<file path="src/rtl/led7seg_pkg.sv">
// Shared constants and anode helpers for the led7seg scan controller.
package led7seg_pkg;

    localparam int BCD_W       = 4;
    localparam int MAX_DIGITS  = 8;
    localparam int CLK_DIV_DEF = 100000;

    // Callers size-cast the result down to their own digit count.
    function automatic logic [MAX_DIGITS-1:0] an_off();
        return '1;
    endfunction

    function automatic logic [MAX_DIGITS-1:0] an_onehot_low(input logic [2:0] idx);
        return ~(MAX_DIGITS'(1) << idx);
    endfunction

endpackage

</file>
<file path="src/rtl/led7seg_tick_gen.sv">
// Digit-slot prescaler: counts 0..CLK_DIV-1 while enabled, ticks on the last count.
module led7seg_tick_gen
    import led7seg_pkg::*;
#(
    parameter int CLK_DIV = CLK_DIV_DEF
) (
    input  logic                       i_clk,
    input  logic                       i_rst,
    input  logic                       i_en,
    output logic                       o_tick,
    output logic [$clog2(CLK_DIV)-1:0] o_count
);

    localparam int CNT_W = $clog2(CLK_DIV);

    assign o_tick = i_en && (o_count == CNT_W'(CLK_DIV - 1));

    always_ff @(posedge i_clk) begin
        if (i_rst)
            o_count <= '0;
        else if (o_tick)
            o_count <= '0;
        else if (i_en)
            o_count <= o_count + CNT_W'(1);
    end

endmodule

</file>
<file path="src/rtl/led7seg_scan_ctrl.sv">
// Multiplexed scan controller for a common-anode 7-segment display with a double-buffered BCD frame.
// Define LED7SEG_BLANK_EN to add BLANK_CYCLES of anode dead time at the start of each slot.
module led7seg_scan_ctrl
    import led7seg_pkg::*;
#(
    parameter int NUM_DIGITS   = 4,
    parameter int CLK_DIV      = CLK_DIV_DEF,
    parameter int BLANK_CYCLES = 16
) (
    input  logic                        i_clk,
    input  logic                        i_rst,
    input  logic                        i_en,
    input  logic                        i_load,
    input  logic [BCD_W*NUM_DIGITS-1:0] i_data,
    output logic [BCD_W-1:0]            o_digit,
    output logic [NUM_DIGITS-1:0]       o_an,
    output logic                        o_frame,
    output logic                        o_pending
);

    localparam int IDX_W = $clog2(NUM_DIGITS);
    localparam int CNT_W = $clog2(CLK_DIV);
    localparam logic [NUM_DIGITS-1:0] AN_OFF = NUM_DIGITS'(an_off());
`ifdef LED7SEG_BLANK_EN
    localparam bit BLANK_ON = 1'b1;
`else
    localparam bit BLANK_ON = 1'b0;
`endif

    logic [NUM_DIGITS-1:0][BCD_W-1:0] r_active;
    logic [NUM_DIGITS-1:0][BCD_W-1:0] r_pend_data;
    logic [IDX_W-1:0]                 r_idx;

    logic                  w_tick;
    logic                  w_wrap;
    logic                  w_blank;
    logic [CNT_W-1:0]      w_count;
    logic [NUM_DIGITS-1:0] w_an_sel;

    led7seg_tick_gen #(.CLK_DIV(CLK_DIV)) u_tick (
        .i_clk   (i_clk),
        .i_rst   (i_rst),
        .i_en    (i_en),
        .o_tick  (w_tick),
        .o_count (w_count)
    );

    assign w_wrap   = w_tick && (r_idx == IDX_W'(NUM_DIGITS - 1));
    assign w_blank  = BLANK_ON && (w_count < CNT_W'(BLANK_CYCLES));
    assign w_an_sel = NUM_DIGITS'(an_onehot_low(3'(r_idx)));

    always_ff @(posedge i_clk) begin
        if (i_rst) begin
            r_idx       <= '0;
            r_active    <= '0;
            r_pend_data <= '0;
            o_pending   <= 1'b0;
            o_digit     <= '0;
            o_an        <= AN_OFF;
            o_frame     <= 1'b0;
        end else begin
            // A load landing on the wrap tick bypasses the pending buffer.
            if (w_wrap && i_load) begin
                r_active  <= i_data;
                o_pending <= 1'b0;
            end else if (w_wrap && o_pending) begin
                r_active  <= r_pend_data;
                o_pending <= 1'b0;
            end else if (i_load) begin
                r_pend_data <= i_data;
                o_pending   <= 1'b1;
            end

            o_frame <= w_wrap;

            if (i_en) begin
                if (w_tick)
                    r_idx <= w_wrap ? '0 : r_idx + IDX_W'(1);
                o_an    <= w_blank ? AN_OFF : w_an_sel;
                o_digit <= r_active[r_idx];
            end else begin
                o_an <= AN_OFF;
            end
        end
    end

endmodule

</file>
<file path="config.mk">
export PLATFORM = sky130hd
export DESIGN_NAME = led7seg_scan_ctrl
export DESIGN_NICKNAME = d
export VERILOG_FILES = /design/src/rtl/led7seg_pkg.sv /design/src/rtl/led7seg_tick_gen.sv /design/src/rtl/led7seg_scan_ctrl.sv
export SDC_FILE = /design/constraint.sdc
export NUM_CORES = 1
export LEC_CHECK = 0
export CAP_MARGIN = 40
export CORE_MARGIN = 2
export CORE_UTILIZATION = 45
export CTS_CLUSTER_SIZE = 20
export DETAILED_ROUTE_END_ITERATION = 8
export PLACE_DENSITY = 0.66
export SLEW_MARGIN = 10
export SYNTH_ARGS = -nofsm -noshare
export SYNTH_HDL_FRONTEND = slang
export SYNTH_SLANG_ARGS = --single-unit
export TNS_END_PERCENT = 1
</file>
<file path="constraint.sdc">
create_clock -name i_clk -period 2.4 [get_ports i_clk]
set_clock_uncertainty 0.15 [all_clocks]
set_input_delay 0.36 -clock i_clk [delete_from_list [all_inputs] [get_ports i_clk]]
set_output_delay 0.36 -clock i_clk [all_outputs]
set_load 0.03 [all_outputs]
</file>
## Word-level counts from Yosys, hierarchy flattened

Cells that the tools add are included.

- Register bits after elaboration: 61
- Bits in latches: 0
- Memory bits (writable): 0
- ROM bits: 0
- Input bits: 20
- Output and inout bits: 10
- Logic and storage cells: 39
- Memories: 0

- Add/sub/neg operators: 2
- Multipliers: 0
- Div/mod/pow operators: 0
- Order comparisons: 1
- Equality and inequality tests: 2
- Shifts and indexed selects: 1
- Muxes and demuxes: 5
- Bitwise operators: 4
- Reduce and logical (&&, ||, !) cells: 10

Operators by type and width:

| kind | number |
|---|---|
| two-way mux 16 bit | 2 |
| adder 17 x 1 -> 17 bit (second input constant) | 1 |
| equality test 17 bit (second input constant) | 1 |
| binary-select mux 4 bit (select 2 bit) | 1 |
| logical AND 1 bit | 4 |
| two-way mux 4 bit | 1 |
| NOT 4 bit | 1 |
| OR reduction 2 bit | 2 |
| << shifter 1 x 2 -> 4 bit (first input constant) | 1 |
| < comparator 2 x 3 -> 1 bit (second input constant) | 1 |
| NOT 1 bit | 3 |
| AND reduction 3 bit | 1 |
| OR reduction 3 bit | 1 |
| adder 2 x 1 -> 2 bit (second input constant) | 1 |
| equality test 2 bit (second input constant) | 1 |
| two-way mux 2 bit | 1 |
| AND reduction 2 bit | 1 |
| nonzero test 2 bit | 1 |

## Logic depth before layout (Yosys ltp)

- Depth in word-level cells: 6
- Depth in mapped cells: 9
- Depth with buffers taken out: 5

## Modules after synthesis

A second synthesis with hierarchy kept.

- Cell total of the unflattened synthesis: 293
- Area, all modules: 2778.9 sq um

Modules (own cells, without submodules):

| module | times used | cells each | area each (sq um) |
|---|---|---|---|
| led7seg_scan_ctrl | 1 | 203 | 1930.6 |
| led7seg_tick_gen | 1 | 90 | 848.3 |

## Least setup slack after synthesis

No wires, ideal clock.

- Path type: register -> register
- Start: register u_tick.o_count[0]
- End: register r_pend_data[0] in the netlist's numbering
- Arrival time: 1.794 ns
- Required time: 2.178 ns
- Setup slack: 0.385 ns
- Cell stages (with the launch flop): 9
- Path buffers: 3
- Path through: dfxtp_1 > ha_1 > and3_4 > buf_6 > and4b_1 > buf_6 > a31oi_4 > buf_12 > mux2i_1

- Cells in the longest elaborated chain, start to end: 6
- Elaborated cells on any way between the ends: 8
- Classes of those cells: eq/ne: 1; bitwise: 2; reduce/logical: 5

Ends and longest elaborated chain:

| element | RTL line | text |
|---|---|---|
| start: declaration | led7seg_tick_gen.sv:11 | `output logic [$clog2(CLK_DIV)-1:0] o_count` |
| start signal: assignment | led7seg_tick_gen.sv:24 | `o_count <= o_count + CNT_W'(1);` |
| equality test 17 bit (*) | led7seg_tick_gen.sv:16 | `assign o_tick = i_en && (o_count == CNT_W'(CLK_DIV - 1));` |
| logical AND 1 bit (*) | led7seg_tick_gen.sv:16 |  |
| logical AND 1 bit (*) | led7seg_scan_ctrl.sv:48 | `assign w_wrap = w_tick && (r_idx == IDX_W'(NUM_DIGITS - 1));` |
| logical AND 1 bit (on tied branches) | led7seg_scan_ctrl.sv:66, led7seg_scan_ctrl.sv:63 |  |
| NOT 1 bit (no line) | -- |  |
| AND reduction 3 bit (no line) (*) | -- |  |
| end signal: assignment | led7seg_scan_ctrl.sv:70 | `r_pend_data <= i_data;` |
| end: declaration | led7seg_scan_ctrl.sv:31 | `logic [NUM_DIGITS-1:0][BCD_W-1:0] r_pend_data;` |

Every way passes the cells marked *; elsewhere a longest branch is shown, timed or not.
A chain may end at the register's enable or synchronous reset.

## Worst setup path in the final report

- Start: register u_tick.o_count[0]
- End: register r_pend_data[12] in the netlist's numbering

The elaborated chain is that of the path after synthesis.

==> key figures <==
Placed design
  • DP Area: 3180 um2
  • Pre-CTS WS: 0.00943 ns
  • DP HPWL: 3900 um
  • Final Wtd Congestion: 0.790
  • Port Buffers: 29
  • Post-Place Cells: 378

Cells and area
  • Fin area: 3360 um2
  • Non-Filler Instances: 392
  • Util after Layout: 56.1%
  • Ant diodes: 0
  • Share of cells above drive strength 1: 10.7%
  • Final net count: 339
  • Area Overhead vs Synth: 19.6%

Floorplan
  • Initial Util: 46.9%
  • Row cnt: 28
  • Die Y: 83.0 um
  • Die area: 6890 um2
  • Core area: 5990 um2
  • Ports: 30
  • Die X: 83.0 um

Timing
  • Worst slew pin tran: 0.792 ns
  • Final min period: 2.15 ns
  • Fin crit share: 89.4%
  • Fmax: 466 MHz
  • Final TNS setup: 0 ns
  • Worst setup margin: 0.254 ns
  • Final Max Tran Viols: 0
  • Hold Slack: 0.313 ns
  • RSZ-0062 raised after global routing: no
  • Worst relative slew slack: 47.2%
  • Final hold vios: 0
  • Setup-failing EPs final: 0

Global route
  • Total grt overflow: 0
  • Vias in the first global route: 2,135
  • Largest net degree at the start of global routing: 26
  • Initial antenna violation count: 0
  • Global-route wire length before repair: 10,100 um
  • Overall global routing resource usage: 18.0%

Job
  • # Max-Cap Violations: 0

Logic synthesis
  • Synth unique cells: 35
  • Most area-hungry cell type in the Yosys netlist: dfxtp_1
  • Top-area cell type share of the netlist area: 43.5%
  • Ys Warns: 0
  • Number of synthesized flops with an enable pin: 0
  • Synth Instances: 281
  • Async S/R FF share, synth: 0%
  • Syn nets: 306
  • Synth top area cells: dfxtp_1 (43%), mux2i_1 (7.5%), nand2b_1 (7.1%)
  • Commonest cells post-synth: dfxtp_1 (61), nand2b_1 (32), mux2i_1 (21), nor2_1 (20), a21oi_1 (18)
  • Synthesized cell area: 2810 um2
  • Register bit count reported by yosys: 61
  • Sequential-to-total area share from yosys stat: 43.5%
  • Syn avg cell area: 10.0 um2
  • Most used DFF post-synth: dfxtp_1
  • Count leader, synth: dfxtp_1

Detailed routing
  • Initial DRC count: 104
  • Final wirelength: 5810 um
  • Router iterations before antenna repair: 4
  • Routed vias: 2,103
  • Post-route ant nets: 0
  • Wire length per cell: 14.8 um
  • DR top layer: met4
  • Met3 WL: 260 um
  • Drt drc: 0
  • WL met2: 2670 um
  • Via density: 5.36
  • M1 wire length: 2850 um

Worst setup path
  • Setup CP Type: flip-flop to flip-flop
  • Endpoint class of the critical path: flip-flop
  • Crit path cell chain: ha_1 > and3_4 > and4b_1 > a31oi_4 > mux2i_1
  • Critical Path RT: 2.50 ns
  • CP arrival: 2.25 ns
  • Critical Path Start Type: flip-flop
  • Worst path bufs/invs: 0
  • Crit-path max cell delay: 0.67 ns
  • WP depth: 5
  • Slowest-stage cell, CP: a31oi_4
  • Crit-path leading delay family: compound AO/OA/AOI/OAI gates
  • Worst-path fanout max: 16
  • Worst R2R Path Depth: 5

Hold path
  • Hold Path Cell Cnt: 1
  • Worst hold path type: flip-flop to flip-flop

CTS
  • Clk_lat worst skew: 0.33 ns
  • Clk sink count: 61
  • Root buffer cell: clkbuf_8
  • CTS tree: built
  • Clk slew on worst S/H paths: 0.06 ns
  • Num CTS Buffers: 9
  • H-tree Lvls: 3
  • Post-CTS resize count: 0
  • Setup bufs post-CTS: 0
  • # hold bufs at CTS: 0
  • Bufs on Longest Clock Path: 2

Outcome
  • Outcome: complete, no violations

Power
  • Pwr Density: 611 nW/um2
  • Peak VDD IR: 0.373 mV
  • Post-route total power: 2.05 mW
  • LEAKAGE: 1.33 nW
-- power by group --
| part | total (mW) | switching [mW] | internal, mW |
|---|---|---|---|
| clock network | 0.843 | 0.369 | 0.475 |
| logic | 0.164 | 0.0792 | 0.0845 |
| registers | 1.05 | 0.0119 | 1.03 |
| total | 2.05 | 0.460 | 1.59 |
-- final cells by class --
cell class                 count  area, um2
clock buffer                  13        179
clock inverter                 1       5.00
fill                         548       2630
inverter                       5       18.8
multi-input combinational    197       1460
sequential                    61       1220
tap                           75       93.8
timing repair buffer          40        385
-- cell families after synthesis --
logic type / after synthesis / share of synthesized area, %
xor gates and xnor gates: 13 / 4.05
adders and majority gates: 5 / 2.23
and+or+nand+nor: 108 / 22.9
AOI/OAI and AO/OA: 46 / 12.1
muxes: 25 / 10.7
DFF: 61 / 43.5
buffers and inverters: 23 / 4.63
-- sequential cells by signal (all words and copies together) (netlist names) --
signal,flops
r_active,16
o_frame,1
o_an,4
r_idx,2
u_tick.o_count,17
r_pend_data,16
o_pending,1
o_digit,4
-- layer usage --
layer	up-vias	global-route usage, %
li1	1061	-
met1	989	23.3
met2	48	28.8
met3	5	5.37
met4	0	5.81
met5	-	0
-- cell usage in the layout, fill, tap and decap left out, types with 2 or more instances in the layout --
cell type / netlist / layout
a21oi_1: 18 / 18
mux4_2: 4 / 4
nand2b_1: 32 / 32
o21ai_0: 4 / 4
or3_1: 3 / 3
nor4_1: 3 / 3
mux2i_1: 21 / 21
nor2_1: 20 / 20
nand4_1: 8 / 8
ha_1: 5 / 5
and3_1: 17 / 17
xor2_1: 8 / 8
dfxtp_1: 61 / 61
xnor2_1: 5 / 5
nand2_1: 10 / 10
nor2b_1: 3 / 3
nand3_1: 3 / 3
a31oi_4: 2 / 2
clkdlybuf4s50_1: 0 / 29
buf_4: 0 / 10
a22oi_1: 3 / 3
clkbuf_8: 0 / 13
inv_1: 5 / 5
o2bb2ai_1: 16 / 16
or4_1: 3 / 3
-- path summary, 6_finish.rpt --
check | from | end | slack, ns
max | u_tick.o_count[0]$_SDFFE_PP0P_ | r_pend_data[12]$_SDFFE_PP0P_ | 0.25
min | r_active[13]$_SDFFE_PP0P_ | r_active[13]$_SDFFE_PP0P_ | 0.31
min reg2reg | r_active[13]$_SDFFE_PP0P_ | r_active[13]$_SDFFE_PP0P_ | 0.31
max reg2reg | u_tick.o_count[0]$_SDFFE_PP0P_ | r_pend_data[12]$_SDFFE_PP0P_ | 0.25
-- worst register-to-register path, cell delays in order, from the launching register on --
cell	delay, ns
dfxtp_1	0.34
ha_1	0.22
and3_4	0.18
and4b_1	0.22
a31oi_4	0.67
mux2i_1	0.28
No activity file was read; power rests on OpenSTA's default activity.
==> edit: new RTL, config.mk and constraints unchanged <==
Reset style: asynchronous (`i_rst`), changed in 2 clocked blocks.
--- a/src/rtl/led7seg_tick_gen.sv
+++ b/src/rtl/led7seg_tick_gen.sv
@@ -17,3 +17,3 @@
 
-    always_ff @(posedge i_clk) begin
+    always_ff @(posedge i_clk or posedge i_rst) begin
         if (i_rst)
--- a/src/rtl/led7seg_scan_ctrl.sv
+++ b/src/rtl/led7seg_scan_ctrl.sv
@@ -51,3 +51,3 @@
 
-    always_ff @(posedge i_clk) begin
+    always_ff @(posedge i_clk or posedge i_rst) begin
         if (i_rst) begin
Check against the original RTL: differs if i_rst is asserted again (counterexample within 4 cycles, from zero or initial values and one cycle with i_rst high); with i_rst held inactive, the same outputs for 10 cycles.
==> edit against the original RTL <==
- power grew 9.2%
- count of clock-buffer cells in the layout up 1
- worst setup slack lost 84 ps
- cell area is 5.0% higher
- area after synthesis increased by 3.1%
- wire length decreased by 9.7%
- sequential cell count stayed put
- largest cell class is now sequential cells
- largest power group unchanged
==> edit: results (changes against the original RTL) <==
Root Buffer=clkbuf_8 (unchanged); global-route wire length before repair=9230 um (was 10100 um); cell family with most CP delay=simple AND/OR/NAND/NOR gates (was compound AO/OA/AOI/OAI gates); Critical R2R Capture=r_active[11] (was r_pend_data[12]); Sw Ratio=24.9% (was 22.4%); Num CTS Buffers=9 (unchanged); CP arrival=2300 ps (was 2250 ps); reg2reg start=u_tick.o_count[13] (was u_tick.o_count[0]); DP Wirelength=3730 um (was 3900 um); initial antenna violation count=0 (unchanged); share of layout cells above drive strength 1=22.0% (was 10.7%); 1st-iter DRT viols=85 (was 104); post-synthesis compound-gate area fraction=8.81% (was 12.1%); Syn. warnings=0 (unchanged); Post-Synth XOR/XNOR Area=4.23% (was 4.05%); vias per inst=5.18 (was 5.36); FFs w/ async S/R, synth=100% (was 0%); Setup Buffers After CTS=0 (unchanged); Tightest Pin Transition=383 ps (was 792 ps); Gate power share=11.5% (was 8.0%); WL final=5250 um (was 5810 um); mux cell area share after synthesis=11.6% (was 10.7%); largest net degree at the start of global routing=62 (was 26); sequential cell area fraction in the yosys report=52.9% (was 43.5%); worst hold path class=input pin to asynchronous set/reset pin (was register to register); RD Place Congestion=0.731 (was 0.790); crit path max fanout=8 (was 16); Pleak=1.59 nW (was 1.33 nW); Reg clk slew, reported paths=~70 ps; critical-path cell with the highest stage delay=or4b_4 (was a31oi_4); Synth area leaders=dfrtp_1, mux2_2, o22a_1 (was dfxtp_1, mux2i_1, nand2b_1); vias in the first global route=2009 (was 2135); Largest regs=u_tick.o_count (17), r_active (16), r_pend_data (16) (unchanged); CP max stage delay=570 ps (was 670 ps); Initial DRT Pass Iterations=4 (unchanged); Worst R2R Path Depth=6 (was 5); Worst VDD drop=0.470 mV (was 0.373 mV); adder-cell share of the synthesized area=2.16% (was 2.23%); worst skew pair latency=340 ps; Combinational Power=0.000258 W (was 0.000164 W); Worst R2R Setup Slack=170 ps (was 250 ps); Mapped Nets=274 (was 306); Distinct cells, synth=38 (was 35); Clk. pwr=0.000798 W (was 0.000843 W); synth cell count leaders=dfrtp_1, mux2_2, inv_1 (was dfxtp_1, nand2b_1, mux2i_1, nor2_1, a21oi_1); post-CTS sizing=0 (unchanged); H-tree levels=3 (unchanged); status=finished, final reports clean (unchanged); ant diodes=0 (unchanged); Port Buffers=29 (unchanged); NumNets Final=316 (was 339); Total Routing Usage GR=16.7% (was 18.0%); Clock Path Buffers=2 (unchanged)
## edit: changes by cell type after synthesis, moves of 12 or more
cell and change:
and3_1 -16, dfrtp_1 +57, dfxtp_1 -61, inv_1 +12, mux2_2 +21, mux2i_1 -20
nand2b_1 -27, nor3b_1 +12, o22a_1 +15, o2bb2ai_1 -16
## edit: per-layer routing
metal  vias to the layer above  global-route usage [%]  wire (um)
met4                         0                    9.53        148
met2                        36                    25.3       2330
met5                         -                       0          0
met1                       931                    22.0       2590
met3                        11                    4.13        178
li1                        954                       -          -
## edit: how the worst max path moves through the flow
stage | startpoint | end | cells after the start
floorplan | u_tick.o_count[13] | r_pend_data[10] | 6
global placement | i_en | r_active[3] | 7
detailed placement | i_en | r_active[7] | 7
CTS | u_tick.o_count[13] | r_active[7] | 6
global route | u_tick.o_count[13] | r_active[11] | 6
finish | u_tick.o_count[13] | r_active[11] | 6
## edit: cell type report
class                           count  area, sq um
Clock inverter                      2         10.0
Clock buffer                       14          163
Inverter                           17         63.8
Timing Repair Buffer               46          443
Multi-Input combinational cell    156         1220
Tap cell                           77         96.3
Sequential cell                    61         1530
Fill cell                         538         2750
## edit: tightest hold or removal path: stages
cell and delay, ps:
clkdlybuf4s50_1 410, inv_2 70, buf_12 260
## edit: stage by stage
stage | cell area, sq um | hold slack [ps] | worst slack, ps | setup TNS (ps) | instances
global placement | 3360 | 327 | 12.2 | 0 | 357
finish | 3530 | 223 | 170 | 0 | 373
global route | 3530 | 266 | 36.4 | 0 | 373
detailed placement | 3360 | 345 | -7.41 | -17.3 | 357
floorplan | 2900 | 308 | 222 | 0 | 249
CTS | 3530 | 248 | 141 | 0 | 373
